## src/rtl/lockout_timer.sv

```systemverilog
// lockout_timer: timed keypad lockout with escalating duration.
// A rising edge on clk_enb starts a lockout. Its length starts at LOCK_SEC
// and doubles with each escalation level, capped at MAX_SEC. When the lockout
// ends, by expiry or by supervisor override, the block spends one RELEASE
// cycle pulsing attempt_clr. All outputs come straight from registers.
module lockout_timer #(
   parameter int TICK_DIV = 100_000_000,
   parameter int LOCK_SEC = 30,
   parameter int MAX_SEC  = 240
) (
   input  logic       clk,
   input  logic       rst,
   input  logic       clk_enb,
   input  logic       pass_ok,
   input  logic       admin_unlock,
   output logic       lock_active,
   output logic       alarm_led,
   output logic       attempt_clr,
   output logic [7:0] sec_left,
   output logic [1:0] level
);

   localparam int            PW       = (TICK_DIV > 1) ? $clog2(TICK_DIV) : 1;
   localparam logic [PW-1:0] TICK_MAX = PW'(TICK_DIV - 1);

   typedef enum logic [1:0] {
      IDLE    = 2'd0,
      LOCKED  = 2'd1,
      RELEASE = 2'd2
   } state_t;

   state_t        state, state_n;
   logic [PW-1:0] prescaler, prescaler_n;
   logic          clk_enb_q;
   logic          trip, tick;
   logic          lock_n, alarm_n, clr_n;
   logic [7:0]    sec_n;
   logic [1:0]    level_n;
   logic [31:0]   dur_raw;
   logic [7:0]    load_sec;

   // A level that stays high must not re-trip, so only the rising edge counts.
   assign trip = clk_enb & ~clk_enb_q;
   assign tick = (prescaler == TICK_MAX);

   // Lockout length for the current level, clamped to the escalation cap.
   always_comb begin
      dur_raw  = 32'(LOCK_SEC) << level;
      load_sec = (dur_raw > 32'(MAX_SEC)) ? 8'(MAX_SEC) : dur_raw[7:0];
   end

   // Next state and next register values for all outputs.
   always_comb begin
      state_n     = state;
      prescaler_n = prescaler;
      lock_n      = lock_active;
      alarm_n     = alarm_led;
      clr_n       = 1'b0;
      sec_n       = sec_left;
      level_n     = level;
      case (state)
         IDLE: begin
            prescaler_n = '0;
            lock_n      = 1'b0;
            alarm_n     = 1'b0;
            sec_n       = 8'd0;
            if (trip) begin
               // A trip wins over pass_ok arriving in the same cycle.
               state_n = LOCKED;
               sec_n   = load_sec;
               lock_n  = 1'b1;
               alarm_n = 1'b1;
            end else if (pass_ok) begin
               level_n = 2'd0;
            end
         end
         LOCKED: begin
            if (admin_unlock) begin
               // Override ends the lockout without escalating the level.
               state_n     = RELEASE;
               prescaler_n = '0;
               lock_n      = 1'b0;
               alarm_n     = 1'b0;
               clr_n       = 1'b1;
               sec_n       = 8'd0;
            end else if (tick) begin
               prescaler_n = '0;
               if (sec_left <= 8'd1) begin
                  state_n = RELEASE;
                  lock_n  = 1'b0;
                  alarm_n = 1'b0;
                  clr_n   = 1'b1;
                  sec_n   = 8'd0;
                  level_n = (level == 2'd3) ? 2'd3 : level + 2'd1;
               end else begin
                  sec_n   = sec_left - 8'd1;
                  alarm_n = ~alarm_led;
               end
            end else begin
               prescaler_n = prescaler + PW'(1);
            end
         end
         RELEASE: begin
            state_n     = IDLE;
            prescaler_n = '0;
            lock_n      = 1'b0;
            alarm_n     = 1'b0;
            sec_n       = 8'd0;
         end
         default: begin
            state_n     = IDLE;
            prescaler_n = '0;
            lock_n      = 1'b0;
            alarm_n     = 1'b0;
            sec_n       = 8'd0;
         end
      endcase
   end

   // State, prescaler, edge detector and output registers.
   always_ff @(posedge clk) begin
      if (rst) begin
         state       <= IDLE;
         prescaler   <= '0;
         clk_enb_q   <= 1'b0;
         lock_active <= 1'b0;
         alarm_led   <= 1'b0;
         attempt_clr <= 1'b0;
         sec_left    <= 8'd0;
         level       <= 2'd0;
      end else begin
         state       <= state_n;
         prescaler   <= prescaler_n;
         clk_enb_q   <= clk_enb;
         lock_active <= lock_n;
         alarm_led   <= alarm_n;
         attempt_clr <= clr_n;
         sec_left    <= sec_n;
         level       <= level_n;
      end
   end

endmodule

```

## config.mk

```make
export PLATFORM = sky130hd
export DESIGN_NAME = lockout_timer
export DESIGN_NICKNAME = d
export VERILOG_FILES = /design/src/rtl/lockout_timer.sv
export SDC_FILE = /design/constraint.sdc
export NUM_CORES = 1
export LEC_CHECK = 0
export ABC_AREA = 1
export BUFFER_PORTS_ARGS = -buffer_cell sky130_fd_sc_hd__buf_2
export CAP_MARGIN = 20
export CORE_UTILIZATION = 40
export DETAILED_ROUTE_END_ITERATION = 8
export GPL_ROUTABILITY_DRIVEN = 0
export MAX_ROUTING_LAYER = met4
export PLACE_DENSITY = 0.54
export SLEW_MARGIN = 10
export SYNTH_ARGS = -nofsm -noshare
export SYNTH_HDL_FRONTEND = slang
export SYNTH_SLANG_ARGS = --single-unit
export TNS_END_PERCENT = 20
```

## constraint.sdc

```tcl
create_clock -name clk -period 1.7 [get_ports clk]
set_input_delay 0 -clock clk [delete_from_list [all_inputs] [get_ports clk]]
set_output_delay 0 -clock clk [all_outputs]
set_load 0.01 [all_outputs]
```

==> results of run 1 <==
[state kept, by name (all words and copies together) (netlist names)]
signal,count
level,2
sec_left,8
prescaler,27
alarm_led,1
lock_active,1
state,2
attempt_clr,1
clk_enb_q,1
[final timing paths]
kind,endpoint,depth (start not counted)
hold / removal,sec_left[0],4
setup reg to reg,prescaler[18],10
setup / recovery,prescaler[18],10
hold reg to reg,prescaler[0],1
[stage by stage]
step | setup slack, ns | hold slack (ns) | instance area [sq um]
4_1_cts | 0.0459 | 0.135 | 2780
5_1_grt | -0.00429 | 0.169 | 2820
3_3_place_gp | 0.0967 | 0.216 | 2660
3_5_place_dp | 0.0648 | 0.225 | 2660
2_1_floorplan | 0.243 | 0.0724 | 2440
6_report | 0.119 | 0.142 | 2820
[cells by family after synthesis]
logic type      after synthesis  synth area share, %
simple gates                221                 43.3
buf+inv                      44                 7.80
flops                        43                 35.3
compound gates               26                 5.64
xor+xnor                     18                 6.46
fa+ha+maj                     3                 1.54
[power breakdown]
| part | internal (mW) | leakage [nW] | total, mW | switching [mW] |
|---|---|---|---|---|
| Combinational | 0.146 | 0.698 | 0.350 | 0.204 |
| Sequential | 1.04 | 0.350 | 1.09 | 0.0424 |
| Clock | 0.320 | 0.0470 | 0.682 | 0.362 |
| Total | 1.51 | 1.10 | 2.12 | 0.608 |
[cell usage in the layout (no fill, tap or decap), types with 2 or more instances in the layout]
| cell type | count |
|---|---|
| inv_2 | 7 |
| xor2_1 | 12 |
| nor2_2 | 4 |
| o22ai_1 | 2 |
| ha_1 | 2 |
| nand2_2 | 10 |
| nor2_1 | 56 |
| clkbuf_8 | 6 |
| o21ai_0 | 7 |
| nand4_1 | 6 |
| clkinv_2 | 2 |
| buf_2 | 17 |
| inv_1 | 33 |
| nor2_4 | 6 |
| nor3_2 | 4 |
| a21oi_1 | 14 |
| dfxtp_2 | 3 |
| nand3_1 | 17 |
| buf_4 | 7 |
| dlygate4sd3_1 | 3 |
| nand2_1 | 96 |
| dfxtp_1 | 40 |
| nor3_1 | 9 |
| or2_0 | 3 |
| buf_12 | 2 |
| xnor2_1 | 6 |
[synth_stat cells, drive strengths merged, types with 3 or more instances]
cell type / number / share of area [%]
xnor2: 6 / 2.2
or2: 4 / 1.0
nand3: 19 / 4.6
nand4: 7 / 2.4
ha: 3 / 1.5
xor2: 12 / 4.3
o21ai: 8 / 1.6
nand2: 107 / 18
nor3: 14 / 4.2
a21oi: 14 / 2.9
nor2: 66 / 12
inv: 40 / 6.2
dfxtp: 43 / 35
[critical path, stage by stage, from the launching register on]
cell	delay, ns
dfxtp_2	0.37
ha_1	0.18
nand2_2	0.08
nor2_4	0.15
inv_2	0.07
nor2_4	0.14
nand2_2	0.08
nor2_2	0.12
nand2_1	0.08
xor2_1	0.14
nor2_1	0.05
[layer usage]
| metal | vias to the layer above | wire (microns) | GRT usage (%) |
|---|---|---|---|
| met3 | 4 | 221 | 3.41 |
| met4 | 0 | 38 | 4.82 |
| met2 | 28 | 2400 | 28.6 |
| met5 | - | 0 | - |
| met1 | 978 | 2880 | 25.7 |
| li1 | 1182 | - | - |
[cell type report]
cell class,instances,area share (%)
multi-input cells,268,49.9
flip-flops and latches,43,30.7
repair buffers,29,7.36
inverters,42,5.63
well taps,75,3.33
clock buffers,6,2.93
clock inverters,1,0.177
[repair_timing]
item	in CTS	in global routing
endpoints found under the setup margin	0	13
resized for setup	0	8
hold buffers	3	0
endpoints found under the hold margin	3	0
buffers inserted	0	2
==> reports/results.ini, run 1 <==
[status]
status = completed

[cts]
htree_levels = 2
cts_buffers = 5
cts_tree = done
path_clk_slew_ns = 0.09
cts.sinks = 43
cts-root-buf = clkbuf_8
clk_path_buf_depth = 2
clock_latency_ns = 0.30

[hold_path]
min_path_type = in2reg
hold_path_startpoint = admin_unlock

[sta]
slew_violations = 0
period_share_pct = 93.0
rsz0062_at_grt = yes
setup_viol = 0
slew_headroom_pct = 75.3
hold_viol = 0
final.min_clock_period_ns = 1.58
worst_pin_slew_ns = 0.367
finClkSkew_ns = 0.0119
fmax_ghz = 0.633
final.setup.tns_ns = 0

[floorplan]
row_count = 28
core_area_sq_um = 5890
dieArea_sq_um = 6410
die_w_microns = 80.1
pin_count = 18
floorplan.initialDensity_pct = 41.4
die_h_microns = 80.1

[finish]
ff_latch_area_sq_um = 865
areaGrowthSynthToFinish_pct = 15.6
fillers = 615
antenna_cells = 0
drive_above_1_share_pct = 19.3
fin_cells = 464
fin_util_pct = 47.9
multi_input_area_sq_um = 1410
nets = 397

[route]
vias = 2192
routed_wl_microns = 5540
detail-route-antenna-nets = 0
drtIter0Drc = 120
drt_first_pass_iters = 4
drc = 0
routed_via_density = 4.72
wl_per_cell_microns = 11.9

[synth]
syn-num-nets = 363
netlist_instances = 355
ys_ff_latch = 43
ys.flop_type = dfxtp_1
async_flop_share_pct = 0
ys_seq_area_share_pct = 35.3
yosys_warnings = 0
post_synth.cell_area_avg_sq_um = 6.87
synth_edf_count = 0
syn_area_sq_um = 2440
ys_types = 36

[critical_path]
cp-end-kind = flop
required_ns = 1.89
start_kind = flop
worstReg2RegStart = prescaler[0]
startpoint = prescaler[0]
critical_path_class = reg2reg
crit_arrival_ns = 1.77
path_max_fanout = 4
rrSetupSlack_ns = 0.12

[pwr]
p_total_mw = 2.12
p_leak_nw = 1.10
peakVddDrop_v = 0.000357
power.density_nw_per_um2 = 751

[grt]
grt_pass1_wl_microns = 9060
grt_max_degree = 17
track_usage_pct = 18.8
grt_pass1_vias = 1996
grt_remaining_overflow = 0
antenna_found_initial = 0

[job]
drv_cap = 0

[placed_design]
hpwl_microns = 4150
dp.cells = 452
io_buffers = 17

Power figures use the tool's default switching activity.
==> run 2, diff against run 1 <==
--- a/config.mk
+++ b/config.mk
@@ -13,6 +13,7 @@
 export GPL_ROUTABILITY_DRIVEN = 0
 export MAX_ROUTING_LAYER = met4
 export PLACE_DENSITY = 0.54
+export RECOVER_POWER = 100
 export SLEW_MARGIN = 10
 export SYNTH_ARGS = -nofsm -noshare
 export SYNTH_HDL_FRONTEND = slang
==> run 2 against run 1 <==
  * Global-route usage unchanged
  * Sequential power about the same
  * Core utilization down 0.32 points
  * Flip-flop and latch count unchanged
  * Largest cell class unchanged
  * Sequential share of layout area up 0.21 points
  * Combinational power down 2%
  * Register-to-register slack about the same
  * First-iteration DRC count up 3.3%
  * Via count down 0.41%
  * Highest routed layer unchanged
  * Final cell count unchanged
  * Count of clock-buffer cells in the layout unchanged
==> reports/results.ini, run 2 (synthesis gave the netlist of run 1 again) <==
[sta]
whs_ns = 0.142
rsz0062_at_grt = yes
finClkSkew_ns = 0.0119
worst_pin_slew_ns = 0.367
hold_viol = 0
fmax_ghz = 0.631
final.min_clock_period_ns = 1.58
slew_headroom_pct = 75.3
slew_violations = 0
setup_viol = 0
period_share_pct = 93.2

[grt]
antenna_found_initial = 0
grt_remaining_overflow = 0
use_met2_pct = 28.6
grt_pass1_wl_microns = 9060
grt_max_degree = 17
track_usage_pct = 18.8
grt-busiest-layer = met2
grt_util_met1_pct = 25.7
grt_pass1_vias = 1996
met3_usage_pct = 3.41

[pwr]
p_sw_share_pct = 28.9
peakVddDrop_v = 0.000357
switching_power_uw = 610
comb_power_share_pct = 16.2
pwr-share-clk_pct = 32.3
power.density_nw_per_um2 = 753
power.internal_mw = 1.50
p_total_mw = 2.11
p_leak_nw = 1.04
sequentialPowerShare_pct = 51.5

[floorplan]
pin_count = 18
floorplan.initialDensity_pct = 41.4
dieArea_sq_um = 6410
die_w_microns = 80.1
core_area_sq_um = 5890
die_h_microns = 80.1
row_count = 28

[critical_path]
start_kind = flop
required_ns = 1.95
path_max_fanout = 10
worstReg2RegStart = sec_left[0]
worstReg2RegEnd = sec_left[7]
crit_arrival_ns = 1.84
cp_slowest_stage_delay_ns = 0.33
rr_worst_depth = 11
crit_path_end = sec_left[7]
cp-end-kind = flop
crit_slowest_cell = dfxtp_1
rrSetupSlack_ns = 0.12
cp_common_cell = nand2_1
startpoint = sec_left[0]
path_cells = buf_4 > ha_1 > o21ai_0 > nor2_1 > nor2_1 > nand2_2 > inv_1 > nand3_1 > nand2_1 > nand2_1 > nand2_1
critical_path_class = reg2reg

[placed_design]
placed_cell_area_sq_um = 2660
io_buffers = 17
hpwl_microns = 4150

[finish]
areaGrowthSynthToFinish_pct = 14.9
drive_above_1_share_pct = 15.9
largestRegisters = prescaler (27), sec_left (8)
final_area_sq_um = 2800
largest_register = prescaler
largest_reg_flops = 27
antenna_cells = 0
layout_commonest_cell = nand2_1
fillers = 623
nets = 397
layout_common_cells = nand2_1, nor2_1, dfxtp_1

[cts]
htree_levels = 2
clock_latency_ns = 0.30
clk_path_buf_depth = 2
cts-root-buf = clkbuf_8
cts_tree = done
cts.sinks = 43
path_clk_slew_ns = 0.09
cts_buffers = 5

[job]
drv_cap = 0

[route]
vias = 2183
drtIter0Drc = 124
drc = 0
drt_first_pass_iters = 4
wl_per_cell_microns = 12.0
detail-route-antenna-nets = 0
routed_wl_microns = 5550
routed_via_density = 4.70

[hold_path]
min_path_type = in2reg

[status]
status = completed

[run 2: worst min path at each step]
stage | slack, ns | from | to | cells after the start
6_report | 0.14 | admin_unlock | sec_left[0] | 4
5_1_grt | 0.17 | admin_unlock | sec_left[0] | 4
4_1_cts | 0.14 | admin_unlock | sec_left[0] | 4
3_5_place_dp | 0.23 | clk_enb | clk_enb_q | 3
3_3_place_gp | 0.22 | clk_enb | clk_enb_q | 3
2_1_floorplan | 0.07 | rst | attempt_clr | 1
[run 2: final cells by class]
class	instances	area (sq um)	share of cell area [%]
Timing Repair Buffer	29	189	6.74
Sequential cell	43	865	30.9
Clock inverter	1	5.00	0.179
Clock buffer	6	82.6	2.95
Tap cell	75	93.8	3.35
Inverter	42	159	5.67
Multi-Input combinational cell	268	1410	50.2
[run 2: metrics by stage]
stage	setup WS (ns)	cells	TNS (ns)	util (%)
after detailed placement	0.0648	452	0	45.3
after CTS	0.0459	462	0	47.3
after floorplan	0.243	355	0	-
after global routing	-0.00429	464	-0.00429	47.6
final	0.115	464	0	47.6
after global placement	0.0967	452	0	45.3
[run 2: power groups by stage]
stage                     combinational [mW]  clock [mW]  sequential, mW
final                                  0.342       0.682            1.09
after global routing                   0.387       0.741            1.09
after detailed placement               0.324           0            1.11
after CTS                              0.330       0.702            1.08
after floorplan                        0.211           0            1.11
after global placement                 0.323           0            1.11
[run 2: routing by layer]
metal  vias up  routed length (microns)
li1       1181                        -
met1       974                     2880
met2        24                     2410
met3         4                      224
met4         0                       38
met5         -                        0
[run 2: what timing repair did]
item | 4_1_cts | 5_1_grt
setup buffers | 0 | 2
hold buffers | 3 | 0
hold endpoints to repair | 3 | 0
endpoints found under the setup margin | 0 | 13
resized for setup | 0 | 8
[run 2: worst max-delay path: cells and delay by family (launching register included)]
kind                     cells  cell delay (ns)
AO/OA/AOI/OAI                1             0.15
flip-flops                   1             0.33
adder cells (fa/ha/maj)      1             0.18
AND/OR/NAND/NOR              7             0.60
buffers and inverters        2             0.29
==> run 3, diff against run 2 <==
--- a/config.mk
+++ b/config.mk
@@ -11,6 +11,8 @@
 export CORE_UTILIZATION = 40
 export DETAILED_ROUTE_END_ITERATION = 8
 export GPL_ROUTABILITY_DRIVEN = 0
+export GPL_TIMING_DRIVEN = 0
+export HOLD_SLACK_MARGIN = 0.1
 export MAX_ROUTING_LAYER = met4
 export PLACE_DENSITY = 0.54
 export RECOVER_POWER = 100
==> run 3 against run 2 <==
  * Core utilization grew 0.45 points
  * First-iteration DRC count shrank 23%
  * Combinational power shrank 3%
  * Count of clock-buffer cells in the layout shrank 1
==> reports/results.ini, run 3 (synthesis gave the netlist of run 1 again) <==
[finish]
largestRegisters = prescaler (27), sec_left (8)
fin_util_pct = 48.0
ff_latch_area_sq_um = 867
antenna_cells = 0
layout_common_cells = nand2_1, nor2_1, dfxtp_1
nets = 394
largest_register = prescaler
layout_commonest_cell = nand2_1
largest_reg_flops = 27
drive_above_1_share_pct = 16.8
fillers = 628
areaGrowthSynthToFinish_pct = 16.0
fin_cells = 462
final_area_sq_um = 2830
multi_input_area_sq_um = 1430

[sta]
hold_viol = 0
fmax_ghz = 0.628
final.setup.tns_ns = 0
slew_violations = 0
whs_ns = 0.170
worst_pin_slew_ns = 0.365
final.min_clock_period_ns = 1.59
worst_slack_ns = 0.109
rsz0062_at_grt = yes
slew_headroom_pct = 75.5
finClkSkew_ns = 0.0117
period_share_pct = 93.6
setup_viol = 0

[floorplan]
die_w_microns = 80.1
dieArea_sq_um = 6410
row_count = 28
die_h_microns = 80.1
pin_count = 18
floorplan.initialDensity_pct = 41.4
core_area_sq_um = 5890

[pwr]
p_leak_nw = 1.06
power.density_nw_per_um2 = 795
sequentialPowerShare_pct = 48.4
p_sw_share_pct = 28.2
comb_power_share_pct = 14.7
p_total_mw = 2.25
switching_power_uw = 633
pwr-share-clk_pct = 36.9
peakVddDrop_v = 0.000494
power.internal_mw = 1.61

[placed_design]
hpwl_microns = 4070
place_ws_ns = 0.0347
dp.cells = 447
placed_cell_area_sq_um = 2620
io_buffers = 17

[grt]
antenna_found_initial = 0
grt_pass1_wl_microns = 9110
grt_max_degree = 16
grt_remaining_overflow = 0
grt_pass1_vias = 1996
track_usage_pct = 18.8

[cts]
cts_tree = done
cts.sinks = 43
htree_levels = 2
clock_latency_ns = 0.30
cts_buffers = 5
path_clk_slew_ns = 0.09
cts-root-buf = clkbuf_8
clk_path_buf_depth = 2

[route]
detail-route-antenna-nets = 0
wl_per_cell_microns = 11.6
routed_via_density = 4.75
drtIter0Drc = 95
routed_wl_microns = 5380
drc = 0
drt_first_pass_iters = 6
vias = 2196

[critical_path]
critPathBufInv = 1
rrSetupSlack_ns = 0.11
start_kind = flop
required_ns = 1.90
path_cells = ha_2 > nand2_2 > nor2_4 > nand2_4 > nor2_4 > nand2_4 > nand4_4 > buf_4 > nor2_1
cp-end-kind = flop
cp_slowest_stage_delay_ns = 0.38
critical_path_class = reg2reg
worstReg2RegStart = prescaler[0]
startpoint = prescaler[0]
path_max_fanout = 10
cp_top_family = simple AND/OR/NAND/NOR gates
crit_arrival_ns = 1.79
crit_slowest_cell = dfxtp_4

[status]
status = completed

[job]
drv_cap = 0

[hold_path]
min_path_type = in2reg
hold_path_startpoint = admin_unlock

-- run 3: cell count changes in the layout (fill, tap and decap cells not counted), moves of 2 or more --
cell and change:
nand2_4 +2, nor2_1 -2, o21ai_0 -2, nand2_2 -2, buf_2 +2, clkbuf_1 -3, clkinv_2 -2, buf_4 -3
-- run 3: layer usage --
layer	vias to the layer above	track usage [%]	share of wire, %
li1	1173	-	-
met4	0	5.36	0.97
met3	4	3.41	2.5
met1	997	26.0	55
met5	-	-	0
met2	22	27.9	42
-- run 3: what timing repair did --
action | in CTS | in global routing
buffers inserted | 0 | 3
resized for setup | 1 | 16
pin swaps | 0 | 3
hold endpoints to repair | 10 | 0
hold buffers | 3 | 0
cloned | 0 | 1
setup endpoints to repair | 1 | 36
-- run 3: power groups by stage --
stage               Combinational, mW  Clock [mW]  Sequential (mW)
global route                    0.382       0.902             1.10
CTS                             0.312       0.860             1.09
global placement                0.303           0             1.11
detailed placement              0.304           0             1.11
finish                          0.331       0.828             1.09
floorplan                       0.211           0             1.11
-- run 3: area by class of cell --
cell class | count | area share [%]
repair buffers | 23 | 4.87
clock inverters | 3 | 1.68
inverters | 42 | 5.66
flip-flops and latches | 43 | 30.7
plain buffers | 2 | 0.973
clock buffers | 5 | 2.43
multi-input cells | 269 | 50.4
well taps | 75 | 3.32
-- run 3: final timing paths --
| check | endpoint | cells after the start |
|---|---|---|
| worst min register to register | prescaler[0] | 1 |
| worst max register to register | prescaler[4] | 9 |
| worst min-delay path | sec_left[0] | 4 |
| worst max-delay path | prescaler[4] | 9 |
-- run 3: worst register-to-register path, delay by kind of cell, from the launching register on --
| family | cells | cell delay, ns |
|---|---|---|
| flip-flops | 1 | 0.38 |
| adder cells (fa/ha/maj) | 1 | 0.19 |
| buffers and inverters | 1 | 0.20 |
| AND/OR/NAND/NOR | 7 | 0.72 |
